<file path="src/rtl/row_clear_scanner_pkg.sv">
// Shared definitions for the row clear scanner.
// Holds the default board geometry, the guard length and the scanner
// FSM state encoding.
package row_clear_scanner_pkg;

  localparam int unsigned BLOCKS_WIDE  = 10;  // board columns
  localparam int unsigned BLOCKS_HIGH  = 20;  // board rows
  localparam int unsigned BITS_Y_POS   = 5;   // row-index width
  localparam int unsigned GUARD_CYCLES = 2;   // idle cycles after an ack

  typedef enum logic [1:0] {
    StScan  = 2'd0,
    StHold  = 2'd1,
    StGuard = 2'd2
  } state_e;

endpackage

</file>
<file path="src/rtl/row_clear_scanner_full_check.sv">
// Combinational full-row test.
// Ports:
//   row_i  - one board row slice
//   full_o - high when every cell of the row is occupied
module row_full_check #(
  parameter int unsigned WIDTH = 10
) (
  input  logic [WIDTH-1:0] row_i,
  output logic             full_o
);

  assign full_o = &row_i;

endmodule

</file>
<file path="src/rtl/row_clear_scanner.sv">
// Row clear scanner: sweeps the board from the top row down looking for a
// fully occupied row, presents it to a consumer and waits for an ack, then
// idles for a guard period before sweeping again.
// Ports:
//   clk, rst_n     - clock, asynchronous active-low reset
//   fallen_pieces  - board occupancy, row r at [r*BLOCKS_WIDE +: BLOCKS_WIDE]
//   pause          - freezes scanning / holds off the rescan after a guard
//   flush          - synchronous restart, clears all counters
//   ack            - consumer accepted the presented row
//   row, valid     - presented full row index and its qualifier
//   sweep_done     - one-cycle pulse after a sweep that found no full row
//   sweep_clears   - rows acked during the sweep that just ended
//   total_lines    - lifetime acked rows, saturating
module row_clear_scanner #(
  parameter int unsigned BLOCKS_WIDE  = row_clear_scanner_pkg::BLOCKS_WIDE,
  parameter int unsigned BLOCKS_HIGH  = row_clear_scanner_pkg::BLOCKS_HIGH,
  parameter int unsigned BITS_Y_POS   = row_clear_scanner_pkg::BITS_Y_POS,
  parameter int unsigned GUARD_CYCLES = row_clear_scanner_pkg::GUARD_CYCLES
) (
  input  logic                              clk,
  input  logic                              rst_n,
  input  logic [BLOCKS_WIDE*BLOCKS_HIGH-1:0] fallen_pieces,
  input  logic                              pause,
  input  logic                              flush,
  input  logic                              ack,
  output logic [BITS_Y_POS-1:0]             row,
  output logic                              valid,
  output logic                              sweep_done,
  output logic [BITS_Y_POS-1:0]             sweep_clears,
  output logic [15:0]                       total_lines
);

  import row_clear_scanner_pkg::*;

  localparam int unsigned GuardW = (GUARD_CYCLES > 1) ? $clog2(GUARD_CYCLES) : 1;
  localparam logic [BITS_Y_POS-1:0] TopRow = BITS_Y_POS'(BLOCKS_HIGH - 1);
  localparam logic [BITS_Y_POS-1:0] RunMax = BITS_Y_POS'(BLOCKS_HIGH);

  state_e                  state_q, state_d;
  logic [BITS_Y_POS-1:0]   scan_idx_q, scan_idx_d;
  logic [BITS_Y_POS-1:0]   row_q, row_d;
  logic                    valid_q, valid_d;
  logic                    sweep_done_q, sweep_done_d;
  logic [BITS_Y_POS-1:0]   sweep_clears_q, sweep_clears_d;
  logic [BITS_Y_POS-1:0]   run_cnt_q, run_cnt_d;
  logic [15:0]             total_lines_q, total_lines_d;
  logic [GuardW-1:0]       guard_cnt_q, guard_cnt_d;

  logic [BLOCKS_WIDE-1:0]  row_slice;
  logic                    row_full;
  logic                    guard_done;

  // Row mux written with constant slices so the select stays index-width clean.
  always_comb begin
    row_slice = '0;
    for (int r = 0; r < int'(BLOCKS_HIGH); r++) begin
      if (scan_idx_q == BITS_Y_POS'(r)) begin
        row_slice = fallen_pieces[r*BLOCKS_WIDE +: BLOCKS_WIDE];
      end
    end
  end

  row_full_check #(
    .WIDTH (BLOCKS_WIDE)
  ) u_row_full_check (
    .row_i  (row_slice),
    .full_o (row_full)
  );

  // Guard counter runs 0..GUARD_CYCLES-1, so GUARD lasts at least GUARD_CYCLES cycles.
  assign guard_done = (32'(guard_cnt_q) + 32'd1) >= GUARD_CYCLES;

  always_comb begin
    state_d        = state_q;
    scan_idx_d     = scan_idx_q;
    row_d          = row_q;
    valid_d        = valid_q;
    sweep_done_d   = 1'b0;
    sweep_clears_d = sweep_clears_q;
    run_cnt_d      = run_cnt_q;
    total_lines_d  = total_lines_q;
    guard_cnt_d    = guard_cnt_q;

    if (flush) begin
      state_d        = StScan;
      scan_idx_d     = TopRow;
      valid_d        = 1'b0;
      sweep_clears_d = '0;
      run_cnt_d      = '0;
      total_lines_d  = '0;
      guard_cnt_d    = '0;
    end else begin
      unique case (state_q)
        StScan: begin
          if (!pause) begin
            if (row_full) begin
              row_d   = scan_idx_q;
              valid_d = 1'b1;
              state_d = StHold;
            end else if (scan_idx_q == '0) begin
              sweep_done_d   = 1'b1;
              sweep_clears_d = run_cnt_q;
              run_cnt_d      = '0;
              scan_idx_d     = TopRow;
            end else begin
              scan_idx_d = scan_idx_q - BITS_Y_POS'(1);
            end
          end
        end
        StHold: begin
          if (ack) begin
            valid_d     = 1'b0;
            guard_cnt_d = '0;
            state_d     = StGuard;
            if (run_cnt_q != RunMax) begin
              run_cnt_d = run_cnt_q + BITS_Y_POS'(1);
            end
            if (total_lines_q != 16'hFFFF) begin
              total_lines_d = total_lines_q + 16'd1;
            end
          end
        end
        StGuard: begin
          if (!guard_done) begin
            guard_cnt_d = guard_cnt_q + GuardW'(1);
          end else if (!pause) begin
            scan_idx_d = TopRow;
            state_d    = StScan;
          end
        end
        default: begin
          state_d    = StScan;
          scan_idx_d = TopRow;
        end
      endcase
    end
  end

  always_ff @(posedge clk or negedge rst_n) begin
    if (!rst_n) begin
      state_q        <= StScan;
      scan_idx_q     <= TopRow;
      row_q          <= '0;
      valid_q        <= 1'b0;
      sweep_done_q   <= 1'b0;
      sweep_clears_q <= '0;
      run_cnt_q      <= '0;
      total_lines_q  <= '0;
      guard_cnt_q    <= '0;
    end else begin
      state_q        <= state_d;
      scan_idx_q     <= scan_idx_d;
      row_q          <= row_d;
      valid_q        <= valid_d;
      sweep_done_q   <= sweep_done_d;
      sweep_clears_q <= sweep_clears_d;
      run_cnt_q      <= run_cnt_d;
      total_lines_q  <= total_lines_d;
      guard_cnt_q    <= guard_cnt_d;
    end
  end

  assign row          = row_q;
  assign valid        = valid_q;
  assign sweep_done   = sweep_done_q;
  assign sweep_clears = sweep_clears_q;
  assign total_lines  = total_lines_q;

endmodule

</file>
<file path="config.mk">
export PLATFORM = sky130hd
export DESIGN_NAME = row_clear_scanner
export DESIGN_NICKNAME = d
export VERILOG_FILES = /design/src/rtl/row_clear_scanner_pkg.sv /design/src/rtl/row_clear_scanner_full_check.sv /design/src/rtl/row_clear_scanner.sv
export SDC_FILE = /design/constraint.sdc
export NUM_CORES = 1
export LEC_CHECK = 0
export ABC_AREA = 1
export ABC_CLOCK_PERIOD_IN_PS = 5200
export BUFFER_PORTS_ARGS = -buffer_cell sky130_fd_sc_hd__buf_2
export CORE_ASPECT_RATIO = 1.5
export CORE_UTILIZATION = 35
export DETAILED_ROUTE_END_ITERATION = 12
export PLACE_DENSITY = 0.68
export SLEW_MARGIN = 20
export SYNTH_ARGS = -nofsm -noshare
export SYNTH_HDL_FRONTEND = slang
export SYNTH_SLANG_ARGS = --single-unit
</file>
<file path="constraint.sdc">
create_clock -name clk -period 5.2 [get_ports clk]
set_input_delay 0.78 -clock clk [delete_from_list [all_inputs] [get_ports clk]]
set_output_delay 0.78 -clock clk [all_outputs]
set_load 0.01 [all_outputs]
</file>
# Word level (Yosys, flattened, before mapping)

Index checks and enable logic that the tools add are counted.

Reduce and logical (&&, ||, !) cells: 18
Magnitude comparators: 1
Add/sub/neg operators: 5
Muxes and demuxes: 63
Equal/unequal tests: 35
Bitwise logic cells: 2

Operators by type and width:

| operator              | count |
|---|---|
| $mux 10               | 20 |
| $mux 5                | 17 |
| $mux 16               | 4 |
| $eq 5x4->1 const B    | 8 |
| $ne 3x3->1 const B    | 9 |
| $eq 5x3->1 const B    | 4 |
| $eq 5x5->1 const B    | 4 |
| $add 16x1->16 const B | 1 |
| $ne 16x16->1 const B  | 1 |
| $pmux 5 s3            | 1 |
| $reduce_and 13->1     | 1 |
| $mux 2                | 6 |
| $mux 1                | 11 |
| $eq 5x2->1 const B    | 2 |
| $pmux 5 s2            | 1 |
| $reduce_and 10->1     | 1 |
| $reduce_and 5->1      | 2 |
| $reduce_bool 2->1     | 5 |
| $reduce_and 4->1      | 2 |
| $pmux 2 s3            | 1 |
| $reduce_and 3->1      | 2 |
| $reduce_and 6->1      | 1 |
| $reduce_bool 3->1     | 2 |
| $add 5x1->5 const B   | 1 |
| 14 further kinds      | 17 |

Output and inout bits: 28
Flip-flop bits (word level): 41
Input bits: 205
Logic and storage cells: 133

# Longest topological paths before layout

Gate-level depths: netlist (run 1).

Depth after elaboration: 26
Gate-level depth with buffers: 33
Gate-level depth less buffers: 32

# Modules after synthesis

A second synthesis (run 1) with hierarchy kept.

Cell total of the unflattened synthesis: 777
Area, all modules: 4404.2 um2

Modules (own cells, without submodules):

| module            | cells each | sequential area each (um2) | area an instance (um2) | instances |
|---|---|---|---|---|
| row_clear_scanner | 769        | 1029.7                     | 4371.7                 | 1 |
| row_full_check    | 8          | 0.0                        | 32.5                   | 1 |

# Worst setup path before layout (run 1)

No wires, ideal clock.

Path kind: register -> register
From: reg scan_idx_q[0]
To: reg scan_idx_q[2]
Data required time: 5083 ps
Stages on the path, launching flop included: 29
Setup time: 117 ps
Clock period less this slack: 2849 ps
Data arrival time: 2732 ps
Path slack: 2351 ps
Path buffers: 2
Cells stage by stage: dfstp_2 -> ha_1 -> inv_2 -> nor2_4 -> nand2_2 -> buf_6 -> nand2_1 -> inv_1 -> nand3_1 -> nand2_1 -> nand2_1 -> nand2_1 -> nand2_1 -> nand2_1 -> nand3_1 -> nand3_1 -> nand3_1 -> nand2_1 -> nand2_1 -> nand2_1 -> nand2_1 -> nand2_1 -> nand2_1 -> nand3_4 -> a21oi_4 -> nand3_4 -> buf_6 -> nand3_1 -> nand2_1

Word-level cells in the longest chain between the ends: 24
Elaborated cells between the ends (all ways): 49
Those cells by class: 1 x add/sub; 20 x eq/ne; 25 x mux; 3 x reduce/logical

RTL lines:

| what                              | line                                              | RTL |
|---|---|---|
| start: declaration                | row_clear_scanner.sv:40                           | `logic [BITS_Y_POS-1:0] scan_idx_q, scan_idx_d;` |
| start signal: assignment          | row_clear_scanner.sv:142                          | `scan_idx_q <= TopRow;` |
| start signal: assignment          | row_clear_scanner.sv:152                          | `scan_idx_q <= scan_idx_d;` |
| $logic_not 5->1                   | row_clear_scanner.sv:57, row_clear_scanner.sv:100 |  |
| $mux 10 (20 in series)            | row_clear_scanner.sv:57                           | `if (scan_idx_q == BITS_Y_POS'(r)) begin` |
| $reduce_and 10->1                 | row_clear_scanner_full_check.sv:12                | `assign full_o = &row_i;` |
| $ne 3x3->1 (no source line)       | -                                                 |  |
| $reduce_and 5->1 (no source line) | -                                                 |  |

Several ways; a longest one is shown, not always the timed one. The select of a mux whose other input is x is not followed.
A chain may end at the register's enable or synchronous reset.

# Worst setup path after layout (run 1)

From: reg scan_idx_q[0]
To: reg row_q[3] (netlist: row[3])

Word-level cells in the longest chain between the ends: 22
Elaborated cells between the ends (all ways): 41
Those cells by class: 19 x eq/ne; 20 x mux; 2 x reduce/logical

RTL lines:

| what                                   | line                     | RTL |
|---|---|---|
| $logic_not 5->1                        | row_clear_scanner.sv:57  |  |
| $mux 10 (19 in series)                 | row_clear_scanner.sv:57  |  |
| $mux 10 (*)                            | row_clear_scanner.sv:57  |  |
| $reduce_and 13->1 (no source line) (*) | -                        |  |
| end signal: assignment                 | row_clear_scanner.sv:153 | `row_q <= row_d;` |
| end: declaration                       | row_clear_scanner.sv:41  | `logic [BITS_Y_POS-1:0] row_q, row_d;` |

Mark *: on every way between the ends. The rest lies on a longest branch, timed or not.

==> results.sh, run 1 <==
export IMPL_setup_violations_final=0
export IMPL_cts_inserted_buffers=5
export IMPL_fp_dieH_um=144
export IMPL_crit_slowest_cell="dfstp_2"
export IMPL_finalMaxSlewViolations=0
export IMPL_synth_seq_cells=41
export IMPL_die_w_um=97.0
export IMPL_crit_top_cell="nand2_1"
export IMPL_min_path_type="register to register"
export IMPL_synth_cell_types=46
export IMPL_root_buffer="clkbuf_16"
export IMPL_relSlewSlack_pct=37.5
export IMPL_drv_cap=0
export IMPL_antenna_found_initial=0
export IMPL_num_vias=5865
export IMPL_track_usage_pct=22.4
export IMPL_clock_latency_ps=290
export IMPL_core_um2=13100
export IMPL_yosys_warnings=0
export IMPL_globalplace_congestion=0.908
export IMPL_power_density_nw_per_um2=233
export IMPL_min_period_ps=3770
export IMPL_synth_top_family_by_area="simple AND/OR/NAND/NOR gates"
export IMPL_syn_to_final_growth_pct=29.5
export IMPL_fin_util_pct=46.9
export IMPL_ctsHoldBuffers=0
export IMPL_most_common_layout_cells="nand2_1, buf_2, inv_1"
export IMPL_max_freq_mhz=265
export IMPL_wl_um=16500
export IMPL_netlist_instances=843
export IMPL_yosys_area_share_simple_pct=53.0
export IMPL_final_nets=1278
export IMPL_syn_cell_area_um2=4730
export IMPL_start_kind="register"
export IMPL_cp_slowest_stage_delay_ps=590
export IMPL_wl_per_cell_um=13.5
export IMPL_layout_cells_non_filler=1225
export IMPL_cp_arrival_ps=3950
export IMPL_initial_utilization_pct=36.2
export IMPL_rsz0062_at_grt="no"
export IMPL_synth_mux_area_share_pct=0
export IMPL_grt_overflow=0
export IMPL_rows=51
export IMPL_critical_path_required_ps=5380
export IMPL_p_leak_uw=0.00359
export IMPL_io_pin_count=233
export IMPL_post_cts_setup_buffer_count=0
export IMPL_dp_final_hpwl_um=13700
export IMPL_cts_max_level=2
export IMPL_final_common_cell="nand2_1"
export IMPL_via_per_inst=4.79
export IMPL_cts_resized=0
export IMPL_hold_violations=0
export IMPL_nFillCells=1489
export IMPL_syn_area_per_cell_um2=5.61
export IMPL_path_clk_slew_ps=60
export IMPL_antenna_cells=0
export IMPL_cts_tree="done"
export IMPL_grt_max_degree=42
export IMPL_placed_cells=1217
export IMPL_clockBufferDepth=2
export IMPL_tightest_slew_ps=938
export IMPL_drtIter0Drc=194
export IMPL_clkSinkCount=41
export IMPL_drive_above_1_share_pct=28.0
export IMPL_clock_skew_ps=4.87
export IMPL_critPathKind="register to register"
export IMPL_setup_tns_ps=0
export IMPL_status="finished, final reports clean"
export IMPL_port_buffers=232
export IMPL_ant_nets=0
export IMPL_synthAdderAreaFrac_pct=2.11
export IMPL_synth_compound_area_share_pct=8.22
export IMPL_drc=0
export IMPL_grt_pass1_wl_um=25200
export IMPL_vdd_ir_drop_max_v=0.000224
export IMPL_critPathMaxFanout=11
export IMPL_synth_xor_area_share_pct=0.370
export IMPL_dr_pass1_iters=5
export IMPL_synth_nets=1056
export IMPL_cp_end_kind="register"
export IMPL_grt_pass1_vias=5365
export IMPL_die_area_um2=14000
export IMPL_total_power_uw=1430
export IMPL_finalCritPeriodShare_pct=72.6
export IMPL_yosysSeqAreaShare_pct=21.8
==> flip-flops by register name (all words and copies together), names as in the netlist <==
register and cells:
state_q 2, run_cnt_q 5, valid 1, row 5, sweep_clears 5, total_lines 16, guard_cnt_q 1, scan_idx_q 5
sweep_done 1
==> report_power, final <==
part,internal (uW),leakage [uW],switching [uW]
clock,203,0.0000799,126
sequential,342,0.000559,32.3
combinational,258,0.00295,469
total,804,0.00359,628
==> cells by family after synthesis <==
kind of cell,Yosys count
adders and majority gates,8
DFF,41
xor gates and xnor gates,2
and+or+nand+nor,559
AOI/OAI and AO/OA,68
buffers and inverters,165
==> path summary, 6_finish.rpt <==
path	from	cells after the start	endpoint	slack, ps
worst max-delay path	scan_idx_q[0]	31	row[3]	1430
worst min-delay path	row[1]	2	row[1]	470
worst max register to register	scan_idx_q[0]	31	row[3]	1430
worst min register to register	row[1]	2	row[1]	470
max in group asynchronous	rst_n	1	state_q[1]	3970
min in group asynchronous	rst_n	1	run_cnt_q[2]	630
==> critical path, delay by kind of cell (launching register included) <==
kind            cells  cell delay (ps)
simple gates       24             2090
compound gates      2              290
flops               1              590
fa+ha+maj           1              160
buf+inv             4              560
==> area by class of cell <==
cell class | count | area (um2) | share of cell area, %
flip-flops and latches | 41 | 1030 | 16.8
multi-input cells | 637 | 3010 | 49.2
repair buffers | 233 | 1170 | 19.1
clock buffers | 7 | 153 | 2.49
well taps | 159 | 199 | 3.25
clock inverters | 1 | 5.00 | 0.0816
inverters | 147 | 561 | 9.14
==> layer usage <==
metal,share of wire [%],GRT usage (%),up-vias
met2,54,44.1,173
met4,3.0,8.48,0
met5,0,0,-
met1,38,24.3,2608
li1,-,-,3057
met3,5.1,2.56,27
==> cell usage after synthesis (all sizes together) <==
| cell | n | share of area, % |
|---|---|---|
| nand2 | 340 | 28 |
| inv | 145 | 12 |
| nand3 | 109 | 12 |
| nor2 | 68 | 6.9 |
| o21ai | 39 | 4.1 |
| dfrtp | 38 | 20 |
| a21oi | 18 | 2.1 |
| or2 | 17 | 2.2 |
| buf | 13 | 2.3 |
| nand4 | 11 | 1.5 |
| ha | 8 | 2.1 |
| nor3 | 7 | 0.74 |
| clkbuf | 5 | 0.42 |
| nor4 | 4 | 0.53 |
| a211oi | 3 | 0.48 |
| dfstp | 3 | 1.7 |
| a221oi | 2 | 0.37 |
| a31oi | 2 | 0.26 |
| clkinv | 2 | 0.18 |
| xor2 | 2 | 0.37 |
| a2111oi | 1 | 0.19 |
| and3 | 1 | 0.13 |
| nand3b | 1 | 0.16 |
| nor3b | 1 | 0.16 |
| o211ai | 1 | 0.16 |
| o221a | 1 | 0.24 |
| o22ai | 1 | 0.26 |
==> stage by stage <==
step,hold WS [ps],area [um2],setup WS [ps]
final,467,6130,1430
after global routing,494,6130,986
after CTS,474,6130,1410
after detailed placement,458,5970,1430
after global placement,451,5970,1460
after floorplan,470,4730,2350
Note: power is estimated with default switching activity, not from simulation.
==> run 2, diff against run 1 <==
--- a/config.mk
+++ b/config.mk
@@ -6,12 +6,12 @@
 export NUM_CORES = 1
 export LEC_CHECK = 0
 export ABC_AREA = 1
-export ABC_CLOCK_PERIOD_IN_PS = 5200
+export ABC_CLOCK_PERIOD_IN_PS = 3100
 export BUFFER_PORTS_ARGS = -buffer_cell sky130_fd_sc_hd__buf_2
 export CORE_ASPECT_RATIO = 1.5
 export CORE_UTILIZATION = 35
 export DETAILED_ROUTE_END_ITERATION = 12
-export PLACE_DENSITY = 0.68
+export PLACE_DENSITY = 0.7
 export SLEW_MARGIN = 20
 export SYNTH_ARGS = -nofsm -noshare
 export SYNTH_HDL_FRONTEND = slang
==> constraint.sdc (replaced) <==
create_clock -name clk -period 3.1 [get_ports clk]
set_input_delay 0.465 -clock clk [delete_from_list [all_inputs] [get_ports clk]]
set_output_delay 0.465 -clock clk [all_outputs]
set_load 0.01 [all_outputs]
==> run 2 against run 1 <==
The run now ends with negative setup slack left. Clock skew increased by 0.65 ps. Sequential power increased by 66%. Combinational power increased by 120%. Total power increased by 90%. First-iteration DRC count decreased by 4.6%. Largest cell class unchanged. Cell area increased by 13%. Sequential share of layout area decreased by 1.9 points. Clock-buffer cell count decreased by 1.
==> results.sh, run 2 (same netlist as run 1, synthesis figures left out) <==
export IMPL_status="finished, violations left"
export IMPL_violations="negative setup slack"
export IMPL_final_common_cell="nand2_1"
export IMPL_cp_slowest_stage_delay_ps=570
export IMPL_relSlewSlack_pct=38.6
export IMPL_critPathKind="register to register"
export IMPL_drive_above_1_share_pct=36.7
export IMPL_rows=51
export IMPL_drtIter0Drc=185
export IMPL_start_kind="register"
export IMPL_grt_max_degree=42
export IMPL_cts_tree="done"
export IMPL_dr_pass1_iters=5
export IMPL_fp_dieH_um=144
export IMPL_switching_share_pct=43.3
export IMPL_seq_power_share_pct=23.0
export IMPL_min_period_ps=3210
export IMPL_regArea_um2=1030
export IMPL_antenna_cells=0
export IMPL_tightest_slew_ps=921
export IMPL_dp_final_hpwl_um=14000
export IMPL_clock_skew_ps=5.52
export IMPL_crit_top_cell="nand2_1"
export IMPL_grt_overflow=0
export IMPL_syn_to_final_growth_pct=46.4
export IMPL_setup_worst_path_start="scan_idx_q[0]"
export IMPL_wl_um=17000
export IMPL_path_clk_slew_ps=60
export IMPL_internal_power_uw=1540
export IMPL_wl_per_cell_um=13.2
export IMPL_ctsHoldBuffers=0
export IMPL_via_per_inst=4.79
export IMPL_max_freq_mhz=311
export IMPL_die_w_um=97.0
export IMPL_grt_pass1_vias=5747
export IMPL_hold_violations=0
export IMPL_clkPwrFrac_pct=18.3
export IMPL_initial_utilization_pct=36.2
export IMPL_root_buffer="clkbuf_16"
export IMPL_crit_reg2reg_launch="scan_idx_q[0]"
export IMPL_globalplace_congestion=0.913
export IMPL_most_common_layout_cells="nand2_1, buf_2, inv_1"
export IMPL_p_comb_share_pct=58.7
export IMPL_drc=0
export IMPL_crit_family="simple AND/OR/NAND/NOR gates"
export IMPL_timing_critical_path_buf_inv=1
export IMPL_die_area_um2=14000
export IMPL_track_usage_pct=23.2
export IMPL_critical_path_required_ps=3270
export IMPL_cts_max_level=2
export IMPL_fin_area_um2=6930
export IMPL_total_power_uw=2720
export IMPL_clock_latency_ps=280
export IMPL_io_pin_count=233
export IMPL_setup_ws_ps=-112
export IMPL_port_buffers=232
export IMPL_setup_violations_final=19
export IMPL_largest_reg_flops=16
export IMPL_crit_slowest_cell="dfstp_2"
export IMPL_min_path_type="input pin to async pin"
export IMPL_cts_inserted_buffers=5
export IMPL_finalCritPeriodShare_pct=104
export IMPL_p_leak_uw=0.00402
export IMPL_grt_pass1_wl_um=26500
export IMPL_cp_end_kind="register"
export IMPL_placed_cells=1270
export IMPL_power_density_nw_per_um2=392
export IMPL_critPathMaxFanout=8
export IMPL_layout_cells_non_filler=1296
export IMPL_nFillCells=1386
export IMPL_vdd_ir_drop_max_v=0.000424
export IMPL_rsz0062_at_grt="yes"
export IMPL_multiInputGateArea_um2=3220
export IMPL_clockBufferDepth=2
export IMPL_ant_nets=0
export IMPL_placed_cell_area_um2=6390
export IMPL_clkSinkCount=41
export IMPL_cp_arrival_ps=3380
export IMPL_num_vias=6210
export IMPL_core_um2=13100
export IMPL_finalMaxSlewViolations=0
export IMPL_netSwitchingPower_uw=1180
export IMPL_drv_cap=0
export IMPL_antenna_found_initial=0
export IMPL_final_nets=1349
-- run 2: cell type report --
type,instances,share of cell area (%)
tap,159,2.87
multi-input combinational,639,46.5
clock buffer,6,1.86
timing repair buffer,302,25.6
inverter,147,8.21
sequential,41,14.9
clock inverter,2,0.144
-- run 2: worst paths after layout --
path                            depth (start not counted)  slack [ps]        endpoint
worst max-delay path                                   27        -110    run_cnt_q[1]
worst min-delay path                                    1         320    run_cnt_q[1]
worst max register to register                         27        -110    run_cnt_q[1]
worst min register to register                          2         470          row[2]
max in group asynchronous                               1        2200  total_lines[5]
min in group clk                                        2         420      state_q[0]
-- run 2: repair_timing --
item,CTS,global route
resized for setup,50,23
pin swaps,11,22
setup buffers,12,2
endpoints found under the setup margin,24,24
gates cloned,4,1
-- run 2: power by group through the flow --
stage	clock network (uW)	logic [uW]	registers, uW
global route	533	1780	631
detailed placement	0	1380	626
global placement	0	1370	626
floorplan	0	872	613
CTS	511	1560	622
finish	498	1600	624
-- run 2: per-stage QoR --
step	utilization [%]	hold slack, ps	setup WS, ps	setup TNS, ps
floorplan	-	169	251	0
global placement	48.9	469	-154	-2600
detailed placement	48.9	457	-208	-3560
CTS	52.4	353	-105	-1580
global route	53.0	403	-389	-8220
finish	53.0	318	-112	-1390
-- run 2: metal layers --
metal  wire, um  GRT usage (%)  vias to the layer above
li1           -              -                     3206
met1       6410           25.4                     2796
met2       9470           46.6                      187
met3        809           1.98                       21
met4        354           7.62                        0
met5          0              0                        -
